## config.mk

```make
export PLATFORM = sky130hd
export DESIGN_NAME = rhd2000_sequencer
export DESIGN_NICKNAME = d
export VERILOG_FILES = /design/src/rtl/rhd2000_sequencer.sv
export SDC_FILE = /design/constraint.sdc
export NUM_CORES = 1
export LEC_CHECK = 0
export ABC_CLOCK_PERIOD_IN_PS = 4300
export CAP_MARGIN = 5
export CORE_MARGIN = 1
export CORE_UTILIZATION = 55
export CTS_CLUSTER_DIAMETER = 120
export DETAILED_ROUTE_END_ITERATION = 8
export GPL_TIMING_DRIVEN = 0
export PLACE_DENSITY = 0.95
export SETUP_SLACK_MARGIN = 0.2
export SLEW_MARGIN = 15
export SYNTH_ARGS = -nofsm -noshare
export SYNTH_HDL_FRONTEND = slang
export SYNTH_SLANG_ARGS = --single-unit
```

## constraint.sdc

```tcl
create_clock -name clk_i -period 4.3 [get_ports clk_i]
set_input_delay 0.86 -clock clk_i [delete_from_list [all_inputs] [get_ports clk_i]]
set_output_delay 0.86 -clock clk_i [all_outputs]
set_load 0.02 [all_outputs]
```

## src/rtl/rhd2000_sequencer.sv

```systemverilog
// Purpose: slot scheduler for one RHD2000 SPI master. It sends a sync pulse and a command in every
//          slot, and it retires each reply against the command issued two slots earlier.
// Latency: first sync 1 cycle after enable_i is sampled; reply outputs 1 cycle after capture.
// Backpressure: 1-deep host mailbox (valid/ready); there is no backpressure on the sample or reply outputs.
// Ports: clk_i/reset_n_i          clock and async active-low reset
//        enable_i                  run frames back-to-back while high
//        spi_cmd_o/spi_sync_o      command word and start pulse to the SPI master
//        spi_reply_i               reply word from the SPI master
//        host_cmd_*                mailbox write side (16-bit command, valid/ready)
//        host_reply_*, sample_*    retired replies (1-cycle valid pulses)
//        frame_start_o, frame_cnt_o, busy_o   frame status
module rhd2000_sequencer #(
  parameter int          NUM_CH      = 32,
  parameter int          NUM_AUX     = 3,
  parameter int          SLOT_CYCLES = 36,
  parameter logic [15:0] DUMMY_CMD   = 16'hFF00
) (
  input  logic        clk_i,
  input  logic        reset_n_i,
  input  logic        enable_i,
  output logic [15:0] spi_cmd_o,
  output logic        spi_sync_o,
  input  logic [15:0] spi_reply_i,
  input  logic [15:0] host_cmd_i,
  input  logic        host_cmd_valid_i,
  output logic        host_cmd_ready_o,
  output logic [15:0] host_reply_o,
  output logic        host_reply_valid_o,
  output logic [15:0] sample_o,
  output logic [5:0]  sample_ch_o,
  output logic        sample_valid_o,
  output logic        frame_start_o,
  output logic [31:0] frame_cnt_o,
  output logic        busy_o
);

  localparam int NSLOT = NUM_CH + NUM_AUX;
  localparam int SW    = $clog2(NSLOT);
  localparam int CW    = $clog2(SLOT_CYCLES);
  localparam logic [CW-1:0] LAST_CYC   = CW'(SLOT_CYCLES - 1);
  localparam logic [SW-1:0] LAST_SLOT  = SW'(NSLOT - 1);
  localparam logic [SW-1:0] NUM_CH_S   = SW'(NUM_CH);
  localparam logic [SW-1:0] FLUSH_LAST = SW'(1);

  typedef enum logic [1:0] {S_IDLE, S_RUN, S_FLUSH} state_e;
  typedef enum logic [1:0] {K_CONV, K_HOST, K_DUMMY} kind_e;
  typedef struct packed {
    logic       vld;
    kind_e      kind;
    logic [5:0] ch;
  } tag_t;

  state_e        state_q, state_d;
  logic [CW-1:0] cyc_q, cyc_d;
  logic [SW-1:0] slot_q, slot_d;
  logic [15:0]   cmd_q, cmd_d;
  // tag_cur is the slot in flight; tag_h1 is two slots back and is the slot the current capture answers.
  tag_t          tag_cur_q, tag_cur_d, tag_h0_q, tag_h0_d, tag_h1_q, tag_h1_d;
  logic          mbox_full_q, mbox_full_d;
  logic [15:0]   mbox_q, mbox_d;
  logic [31:0]   frame_cnt_q, frame_cnt_d;
  logic [15:0]   sample_q, sample_d;
  logic [5:0]    sample_ch_q, sample_ch_d;
  logic          sample_vld_q, sample_vld_d;
  logic [15:0]   host_reply_q, host_reply_d;
  logic          host_reply_vld_q, host_reply_vld_d;

  logic          active, slot_start, slot_end, in_conv, take_host;
  logic [5:0]    slot_ch;
  kind_e         sel_kind;
  logic [15:0]   sel_cmd;

  assign active     = (state_q != S_IDLE);
  assign slot_start = active && (cyc_q == '0);
  assign slot_end   = active && (cyc_q == LAST_CYC);
  assign in_conv    = (state_q == S_RUN) && (slot_q < NUM_CH_S);
  assign take_host  = (state_q == S_RUN) && !in_conv && mbox_full_q;
  assign slot_ch    = 6'(slot_q);

  // The command is chosen combinationally in c=0, so it appears together with the sync pulse.
  // It is held in cmd_q for the remainder of the slot.
  always_comb begin
    sel_kind = K_DUMMY;
    sel_cmd  = DUMMY_CMD;
    if (in_conv) begin
      sel_kind = K_CONV;
      sel_cmd  = {2'b00, slot_ch, 8'h00};
    end else if (take_host) begin
      sel_kind = K_HOST;
      sel_cmd  = mbox_q;
    end
  end

  always_comb begin
    state_d          = state_q;
    cyc_d            = cyc_q;
    slot_d           = slot_q;
    cmd_d            = cmd_q;
    tag_cur_d        = tag_cur_q;
    tag_h0_d         = tag_h0_q;
    tag_h1_d         = tag_h1_q;
    mbox_full_d      = mbox_full_q;
    mbox_d           = mbox_q;
    frame_cnt_d      = frame_cnt_q;
    sample_d         = sample_q;
    sample_ch_d      = sample_ch_q;
    sample_vld_d     = 1'b0;
    host_reply_d     = host_reply_q;
    host_reply_vld_d = 1'b0;

    // Consumption needs a full mailbox and acceptance needs an empty one, so the two never collide.
    // A command accepted during an aux c=0 therefore waits for the next aux slot.
    if (slot_start && take_host) mbox_full_d = 1'b0;
    if (host_cmd_valid_i && !mbox_full_q) begin
      mbox_full_d = 1'b1;
      mbox_d      = host_cmd_i;
    end

    if (slot_start) begin
      cmd_d     = sel_cmd;
      tag_h1_d  = tag_h0_q;
      tag_h0_d  = tag_cur_q;
      tag_cur_d = '{vld: 1'b1, kind: sel_kind, ch: slot_ch};
    end

    if (active) cyc_d = slot_end ? '0 : cyc_q + CW'(1);

    if (slot_end && tag_h1_q.vld) begin
      case (tag_h1_q.kind)
        K_CONV: begin
          sample_d     = spi_reply_i;
          sample_ch_d  = tag_h1_q.ch;
          sample_vld_d = 1'b1;
        end
        K_HOST: begin
          host_reply_d     = spi_reply_i;
          host_reply_vld_d = 1'b1;
        end
        default: ;
      endcase
    end

    case (state_q)
      S_IDLE: begin
        if (enable_i) begin
          state_d   = S_RUN;
          cyc_d     = '0;
          slot_d    = '0;
          tag_cur_d = '0;
          tag_h0_d  = '0;
          tag_h1_d  = '0;
        end
      end
      S_RUN: begin
        if (slot_end) begin
          if (slot_q == LAST_SLOT) begin
            frame_cnt_d = frame_cnt_q + 32'd1;
            slot_d      = '0;
            if (!enable_i) state_d = S_FLUSH;
          end else begin
            slot_d = slot_q + SW'(1);
          end
        end
      end
      S_FLUSH: begin
        if (slot_end) begin
          if (slot_q == FLUSH_LAST) begin
            state_d = S_IDLE;
            slot_d  = '0;
          end else begin
            slot_d = slot_q + SW'(1);
          end
        end
      end
      default: state_d = S_IDLE;
    endcase
  end

  always_ff @(posedge clk_i or negedge reset_n_i) begin
    if (!reset_n_i) begin
      state_q          <= S_IDLE;
      cyc_q            <= '0;
      slot_q           <= '0;
      cmd_q            <= DUMMY_CMD;
      tag_cur_q        <= '0;
      tag_h0_q         <= '0;
      tag_h1_q         <= '0;
      mbox_full_q      <= 1'b0;
      mbox_q           <= '0;
      frame_cnt_q      <= '0;
      sample_q         <= '0;
      sample_ch_q      <= '0;
      sample_vld_q     <= 1'b0;
      host_reply_q     <= '0;
      host_reply_vld_q <= 1'b0;
    end else begin
      state_q          <= state_d;
      cyc_q            <= cyc_d;
      slot_q           <= slot_d;
      cmd_q            <= cmd_d;
      tag_cur_q        <= tag_cur_d;
      tag_h0_q         <= tag_h0_d;
      tag_h1_q         <= tag_h1_d;
      mbox_full_q      <= mbox_full_d;
      mbox_q           <= mbox_d;
      frame_cnt_q      <= frame_cnt_d;
      sample_q         <= sample_d;
      sample_ch_q      <= sample_ch_d;
      sample_vld_q     <= sample_vld_d;
      host_reply_q     <= host_reply_d;
      host_reply_vld_q <= host_reply_vld_d;
    end
  end

  assign spi_cmd_o          = slot_start ? sel_cmd : cmd_q;
  assign spi_sync_o         = slot_start;
  assign frame_start_o      = slot_start && (state_q == S_RUN) && (slot_q == '0);
  assign host_cmd_ready_o   = !mbox_full_q;
  assign host_reply_o       = host_reply_q;
  assign host_reply_valid_o = host_reply_vld_q;
  assign sample_o           = sample_q;
  assign sample_ch_o        = sample_ch_q;
  assign sample_valid_o     = sample_vld_q;
  assign frame_cnt_o        = frame_cnt_q;
  assign busy_o             = active;

endmodule
```

======== Word-level counts from Yosys, hierarchy flattened ========
Cells that the tools add are included.
cells by class
  add/subtract/negate cells ............... 3
  order comparisons ....................... 1
  equality and inequality tests ........... 12
  muxes and demuxes ....................... 37
  reductions and logical operators ........ 24
operators by type and width
  kind                                           number
  two-way mux 9 bit                              9
  two-way mux 6 bit                              9
  two-way mux 16 bit                             3
  adder 32 x 1 -> 32 bit, second input constant  1
  case mux 6 bit (3 select lines)                1
  two-way mux 2 bit                              8
  adder 6 x 1 -> 6 bit, second input constant    2
  == test 6 bit, second input constant           2
  zero test 6 bit                                2
  logical AND 1 bit                              10
  != test 2 bit, second input constant           5
  == test 6 x 1 -> 1 bit, second input constant  1
  < comparator 6 bit, second input constant      1
  two-way mux 1 bit                              6
  case mux 2 bit (3 select lines)                1
  AND reduction 6 bit                            1
  == test 2 x 1 -> 1 bit, second input constant  2
  zero test 2 bit                                2
  AND reduction 2 bit                            2
  AND reduction 4 bit                            1
  nonzero test 2 bit                             2
  AND reduction 3 bit                            1
  nonzero test 3 bit                             1
  == test 2 bit, second input constant           1
  2 further kinds                                3
storage, ports and cells
  register bits ........................... 146
  output and inout port bits .............. 92

======== Longest topological paths before layout ========
  depth after elaboration ................. 10
  depth in mapped cells ................... 10
  mapped depth without buffers ............ 7

======== Worst setup path after synthesis ========
No wires, ideal clock.
  path type ............................... reg-to-output
  start ................................... reg state_q[0]
  end ..................................... out spi_cmd_o[10]
  data arrival time ....................... 2.097 ns
  required time ........................... 3.440 ns
  path slack .............................. 1.343 ns
  cell stages (with the launch flop) ...... 10
  path buffers ............................ 2
  cell sequence ........................... dfrtp_1 inv_1 ha_1 clkbuf_1 nor2_1 nand3_1 clkbuf_1 nor2_1 a21oi_1 o21ai_0
on the way
  cells in the longest elaborated chain, start to end .. 8
  elaborated cells on any way between the ends .. 10
RTL lines
  element                          line    text
  start, declared                  53      state_e state_q, state_d;
  start signal, assigned           197     state_q <= state_d;
  == test 2 x 1 -> 1 bit           76, 77
  logical AND 1 bit                76      assign in_conv = (state_q == S_RUN) && (slot_q < NUM_CH_S);
  zero test 1 bit                  77      assign take_host = (state_q == S_RUN) && !in_conv && mbox_full_q;
  logical AND 1 bit (2 in series)  77
  two-way mux 16 bit               88      end else if (take_host) begin
  two-way mux 16 bit               85      if (in_conv) begin
  two-way mux 16 bit *             n/a
  end, declared                    21      output logic [15:0] spi_cmd_o,
Every way passes the cells marked *; elsewhere a longest branch is shown, timed or not.

======== Worst setup path in the final report ========
  start ................................... reg state_q[0]
  end ..................................... out spi_cmd_o[11]
The elaborated chain is that of the path after synthesis.

==> flow_summary.json <==
{
  "status": "finished, final reports clean",
  "area_growth_pct": 34.8,
  "slowest_delay_ns": 0.66,
  "nets": 729,
  "yosys.cell_types.count": 46,
  "cp.buffers_inverters": 4,
  "grt_pass1_vias": 4807,
  "dp_hpwl_mm": 9.72,
  "wl_mm": 14.4,
  "synthesis.instances": 535,
  "crit_path_top_delay_cell": "clkdlybuf4s50_1",
  "synth_seq_cells": 146,
  "initial_core_util_pct": 56.5,
  "worstSetupStartpointType": "register",
  "rsz0062_at_grt": "true",
  "timing.final.max_slew_violations": 0,
  "hold_viol": 0,
  "first_pass_iters": 5,
  "layout-drive-gt1-share_pct": 15.8,
  "clockRootBuffer": "clkbuf_8",
  "vdd_drop_max_uv": 431,
  "cp.required_ns": 3.44,
  "antenna_found_initial": 0,
  "max_freq_mhz": 253,
  "r2r_slack_ns": 1.40,
  "synthFlopType": "dfrtp_1",
  "dp_slack_ns": 0.574,
  "clk_latency_ns": 0.52,
  "design.core.area_um2": 10900,
  "synthesis.area_um2": 6150,
  "grtUsageTotal_pct": 26.9,
  "synthArstFlopShare_pct": 100,
  "grt_max_degree": 75,
  "timing.final.crit_share_pct": 91.8,
  "io_buffers": 127,
  "ios": 128,
  "worst_path_most_repeated_cell": "clkbuf_2",
  "grt_overflow": 0,
  "grt_pass1_wl_mm": 23.6,
  "critPathTopFamily": "buffers and inverters",
  "yosysWarnings": 0,
  "synth.avg_cell_area_um2": 11.5,
  "yosysSeqAreaShare_pct": 59.6,
  "die_w_um": 108,
  "first_iter_violations": 294,
  "htree_levels": 4,
  "setup_viol": 0,
  "cap_violations": 0,
  "wl_per_cell_um": 17.2,
  "worstRegToRegCells": 8,
  "clkTransAtPathRegs_ns": 0.06,
  "cts_tree": "yes",
  "synthesis.nets": 582,
  "diodes": 0,
  "die_h_um": 108,
  "dp_cells": 803,
  "worstMarginPinSlew_ns": 0.650,
  "final.min_clock_period_ns": 3.95,
  "vias": 4652,
  "placementRows": 38,
  "p_per_area_nw_per_um2": 566,
  "cts.sinks": 146,
  "finalCoreUtilization_pct": 76.1,
  "crit_chain": "inv_1 -> ha_1 -> clkbuf_2 -> nor2_1 -> nand3_1 -> clkbuf_2 -> nor2_4 -> a21oi_1 -> o21ai_1 -> clkdlybuf4s50_1",
  "yosysTopAreaCell": "dfrtp_1",
  "synthTopCellsByArea": "dfrtp_1 56%, mux2_2 9.5%, nand2_1 6.0%",
  "drc": 0,
  "numCtsBuffers": 17,
  "stdcell_count": 835,
  "final_common_cell": "dfrtp_1",
  "relSlewSlack_pct": 56.6,
  "worst_setup_path_end_kind": "output port",
  "worstPathArrival_ns": 3.09,
  "synth_edf_count": 0,
  "cts_max_path_buffers": 2,
  "final_cell_mix": "138 x dfrtp_1, 122 x clkdlybuf4s50_1, 99 x nand2_1",
  "cp_max_fo": 10,
  "via_per_inst": 5.57,
  "r2r_end": "sample_o[3]$_DFFE_PN0P_",
  "die_area_um2": 11600,
  "timing.rr.start": "state_q[0]$_DFFE_PN0P_",
  "fin_ws_ns": 0.352,
  "critPathKind": "register to output port",
  "cts_setup_buffers": 0,
  "holdCritPathClass": "input port to async pin",
  "fill_cells": 655,
  "ant_nets": 0,
  "finalClockSkew_ns": 0.00719,
  "p_leak_nw": 3.75,
  "yosysTopAreaCellShare_pct": 56.2,
  "gp_congestion": 0.836
}
-- per-stage QoR --
stage | power, W | setup TNS, ns | hold slack [ns] | cell area [um^2]
after floorplan | 0.00258 | 0 | 0.446 | 6150
after global placement | 0.00304 | -423.38 | 0.455 | 7590
after detailed placement | 0.00311 | 0 | 0.453 | 7630
after CTS | 0.00472 | 0 | 0.305 | 8270
after global routing | 0.00493 | 0 | 0.324 | 8290
final | 0.00470 | 0 | 0.299 | 8290
-- how the worst max path moves through the flow --
stage                      startpoint                 end  slack, ns  cells past startpoint
2_1_floorplan  state_q[0]$_DFFE_PN0P_       spi_cmd_o[10]       1.34                      9
3_3_place_gp                reset_n_i  cmd_q[3]$_DFF_PN0_      -3.01                      1
3_5_place_dp   state_q[0]$_DFFE_PN0P_       spi_cmd_o[11]       0.57                     10
4_1_cts        state_q[0]$_DFFE_PN0P_       spi_cmd_o[11]       0.18                     10
5_1_grt        state_q[0]$_DFFE_PN0P_       spi_cmd_o[11]       0.14                     10
6_report       state_q[0]$_DFFE_PN0P_       spi_cmd_o[11]       0.35                     10
-- repair_timing --
| item | in CTS | in global routing |
|---|---|---|
| hold buffers | 0 | 0 |
| setup endpoints to repair | 16 | 15 |
| gates resized for setup | 5 | 12 |
-- layer usage --
metal  vias to the layer above  share of wire [%]  GRT usage [%]
met3                        26                5.7           7.08
met1                      2312                 40           31.8
met4                         0                1.8           10.3
met5                         -                  0              0
li1                       2125                  -              -
met2                       189                 52           46.8
-- worst reg2reg max path: cells and delay by family, from the launching register on --
family | cells | cell delay [ns]
fa+ha+maj | 1 | 0.20
flops | 1 | 0.38
mux | 1 | 0.38
simple gates | 3 | 1.18
buf+inv | 3 | 0.64
-- cell usage after synthesis, drive strengths merged, types with 5 or more instances --
| master | count |
|---|---|
| o21ai | 11 |
| nand2 | 99 |
| dfstp | 8 |
| xnor2 | 29 |
| nor2b | 5 |
| buf | 13 |
| a21oi | 32 |
| mux2 | 56 |
| nand3 | 28 |
| nor3 | 6 |
| nand4 | 12 |
| inv | 10 |
| clkbuf | 11 |
| dfrtp | 138 |
| xor2 | 6 |
| ha | 11 |
| nor2 | 26 |
-- registers in the layout, summed over array words and instances (netlist names), 9 cells and up --
name          count
sample_o         16
tag_h1_q          9
host_reply_o     16
cmd_q            16
tag_cur_q         9
frame_cnt_o      32
tag_h0_q          9
mbox_q           16
-- power by group --
| part | switching (W) | leakage [nW] | internal [W] |
|---|---|---|---|
| Sequential | 0.000219 | 1.85 | 0.00176 |
| Combinational | 0.000594 | 1.60 | 0.000552 |
| Clock | 0.000542 | 0.309 | 0.00103 |
| Total | 0.00135 | 3.75 | 0.00334 |
-- cells by family (layout without fill, tap and decap cells) --
kind of cell    Yosys count  in the layout  share of synthesized area [%]
xor+xnor                 35             35                           4.99
compound gates           58             58                           5.49
flops                   146            146                           59.6
fa+ha+maj                11             11                           2.24
mux                      57             57                           10.4
buf+inv                  34            194                           2.34
simple gates            194            194                           14.9
-- layout make-up --
class	instances	area [um^2]	area share, %
Buffer	24	114	1.37
Timing Repair Buffer	128	1310	15.8
Inverter	10	37.5	0.453
Tap cell	140	175	2.11
Sequential cell	146	3660	44.2
Clock buffer	22	453	5.46
Clock inverter	10	181	2.19
Multi-Input combinational cell	355	2350	28.4
Power figures use the tool's default switching activity.
==> edit: new RTL, config.mk and constraints unchanged <==
Set the parameter `SLOT_CYCLES` to 18 (it was 36).
--- a/src/rtl/rhd2000_sequencer.sv
+++ b/src/rtl/rhd2000_sequencer.sv
@@ -14,3 +14,3 @@
   parameter int          NUM_AUX     = 3,
-  parameter int          SLOT_CYCLES = 36,
+  parameter int          SLOT_CYCLES = 18,
   parameter logic [15:0] DUMMY_CMD   = 16'hFF00
Behaviour: no difference found for any inputs over 10 cycles, from zero or initial values and one cycle with reset_n_i low; that may be too few to reach the edited logic, so the function may still have changed.
==> edit against the original RTL <==
- utilization rose by 0.28 points
- synthesized area rose by 0.53%
- power down 8.8%
- routed wire length shrank 2.0%
- hold slack worse by 0.088 ns
- count of clock-buffer cells in the layout unchanged
- worst setup slack better by 0.0046 ns
- sequential cell count decreased by 1
- final area rose by 0.36%
- critical endpoint is now spi_cmd_o[8]
- largest cell class unchanged
- highest routed layer unchanged
==> edit: results (changes against the original RTL) <==
| Metric | Value |
|---|---|
| Final Wtd Congestion | `0.832 (-0.49%)` |
| Final HPWL from detailed placement | `9580 µm (-1.5%)` |
| Slowest stage delay, CP | `0.40 ns (-0.26 ns)` |
| Class of the worst hold path | `in2async` |
| Starting DRT DRC Count | `222 (-24%)` |
| Number of distinct library cells after synthesis | `38 (-17%)` |
| Sequential fraction of the synthesis area | `58.9% (-0.72 points)` |
| Outcome | `completed` |
| Internal Pwr Total | `2.92 mW (-13%)` |
| Length in cells of the worst reg-to-reg path | `8 (unchanged)` |
| Share of the synthesized netlist area taken by xor and xnor gates | `4.82% (-0.17 points)` |
| Reg2Reg Capture Point | `host_reply_o[10]` |
| Largest vdd supply drop | `0.000403 V (-6.5%)` |
| Mux share of post-synthesis cell area | `10.4% (-0.035 points)` |
| Global Route Usage Sum | `25.7% (-1.2 points)` |
| Ratio of cells with drive above 1 in the final layout | `16.0% (+0.18 points)` |
| Top flip-flop cell by instance count after synthesis | `dfrtp_1` |
| Leading post-synthesis cells by cell area | `dfrtp_1 55%, mux2_2 10%, nand2_1 5.8%, dfstp_2 3.4%, a21oi_1 2.6%` |
| Slowest stage cell, crit path | `dfrtp_1` |
| Static leakage power | `3.95 nW (+5.3%)` |
| Area share of fa/ha/maj cells after synthesis | `2.43% (+0.19 points)` |
| Via density | `5.49 (-1.4%)` |
| Top Family by Delay on Critical Path | `buffers and inverters` |
| Async S/R FF share, synth | `100% (unchanged)` |
| H-tree levels | `4 (unchanged)` |
| Worst slew slack as a fraction of its limit | `60.2% (+3.6 points)` |
| Maximum number of pins on one net before global-route repair | `103 (+37%)` |
| Final worst clock skew | `0.0101 ns (+0.00288 ns)` |
| Mapped Nets | `594 (+2.1%)` |
| Worst hold slack | `0.211 ns (-0.0879 ns)` |
| Wire length of the first global-routing pass | `22900 µm (-2.9%)` |
| Total iterations of the first detailed-routing run | `4 (-1)` |
| Maximum net fanout on the critical path | `10 (unchanged)` |
| Top post-synthesis cells by count | `137 x dfrtp_1, 96 x nand2_1, 55 x mux2_2, 32 x a21oi_1, 26 x nor2_1` |
| Average detailed-routed wire length per instance | `16.6 µm (-3.3%)` |
| Fill cell count | `684 (+4.4%)` |
| Number of flip-flops under the largest register name | `32 (unchanged)` |
| Compound-cell area share of the yosys netlist | `5.30% (-0.19 points)` |
| Data arrival time of the worst path | `3.08 ns (about the same)` |
| Number of global-route vias before repair | `4752 (-1.1%)` |
| Layout net count | `741 (+1.6%)` |
| Setup slack of the worst register-to-register path | `1.49 ns (+0.09 ns)` |
| Clk Latency, worst-skew pair | `0.53 ns` |
==> edit: cell types whose count changed after synthesis, sizes merged, moves of 7 or more <==
cell	before	now
clkbuf	11	20
xnor2	29	16
buf	13	5
xor2	6	18
nor3	6	16
nand3	28	21
inv	10	17
==> edit: layout make-up <==
class,count,area [µm²],area share (%)
timing repair buffer,128,1320,15.9
tap,140,175,2.11
clock buffer,22,473,5.69
buffer,25,114,1.37
multi-input combinational,359,2380,28.7
clock inverter,10,148,1.77
sequential,145,3640,43.7
inverter,17,63.8,0.767
==> edit: repair_timing <==
item | in CTS | in global routing
setup buffers | 0 | 0
cloned | 0 | 0
gates resized for setup | 12 | 18
endpoints found under the setup margin | 17 | 17
==> edit: worst max path at each step <==
stage | startpoint | to | cells past startpoint
CTS | state_q[0] | spi_cmd_o[0] | 11
floorplan | state_q[0] | spi_cmd_o[10] | 10
detailed placement | state_q[0] | spi_cmd_o[11] | 11
finish | state_q[0] | spi_cmd_o[8] | 11
global placement | reset_n_i | host_reply_o[10] | 1
global route | state_q[0] | spi_cmd_o[11] | 11
==> edit: cells by family after synthesis <==
logic type	after synthesis
AOI/OAI and AO/OA	58
xor gates and xnor gates	34
adders and majority gates	12
buffers and inverters	42
DFF	145
muxes	57
and+or+nand+nor	198
==> edit: metrics by stage <==
stage | instance area (µm²) | utilization (%) | cells | setup WS, ns
2_1_floorplan | 6180 | - | 546 | 1.16
3_3_place_gp | 7630 | 70.1 | 813 | -2.95
3_5_place_dp | 7660 | 70.4 | 814 | 0.373
4_1_cts | 8290 | 76.1 | 846 | 0.195
5_1_grt | 8320 | 76.4 | 846 | 0.190
6_report | 8320 | 76.4 | 846 | 0.357
==> edit: metal layers <==
metal  global-route usage (%)  up-vias  wire [µm]  share of wire (%)
li1                         -     2146          -                  -
met1                     32.2     2310       5960                 42
met2                     43.3      169       7160                 51
met3                     6.03       22        698                5.0
met4                     9.78        0        238                1.7
met5                        0        -          0                  0
==> edit: power by group through the flow <==
stage | clock, mW | sequential, mW | combinational, mW
final | 1.52 | 1.64 | 1.12
after global placement | 0 | 1.64 | 1.04
after CTS | 1.54 | 1.64 | 1.10
after detailed placement | 0 | 1.66 | 1.09
after global routing | 1.61 | 1.65 | 1.22
after floorplan | 0 | 1.65 | 0.649
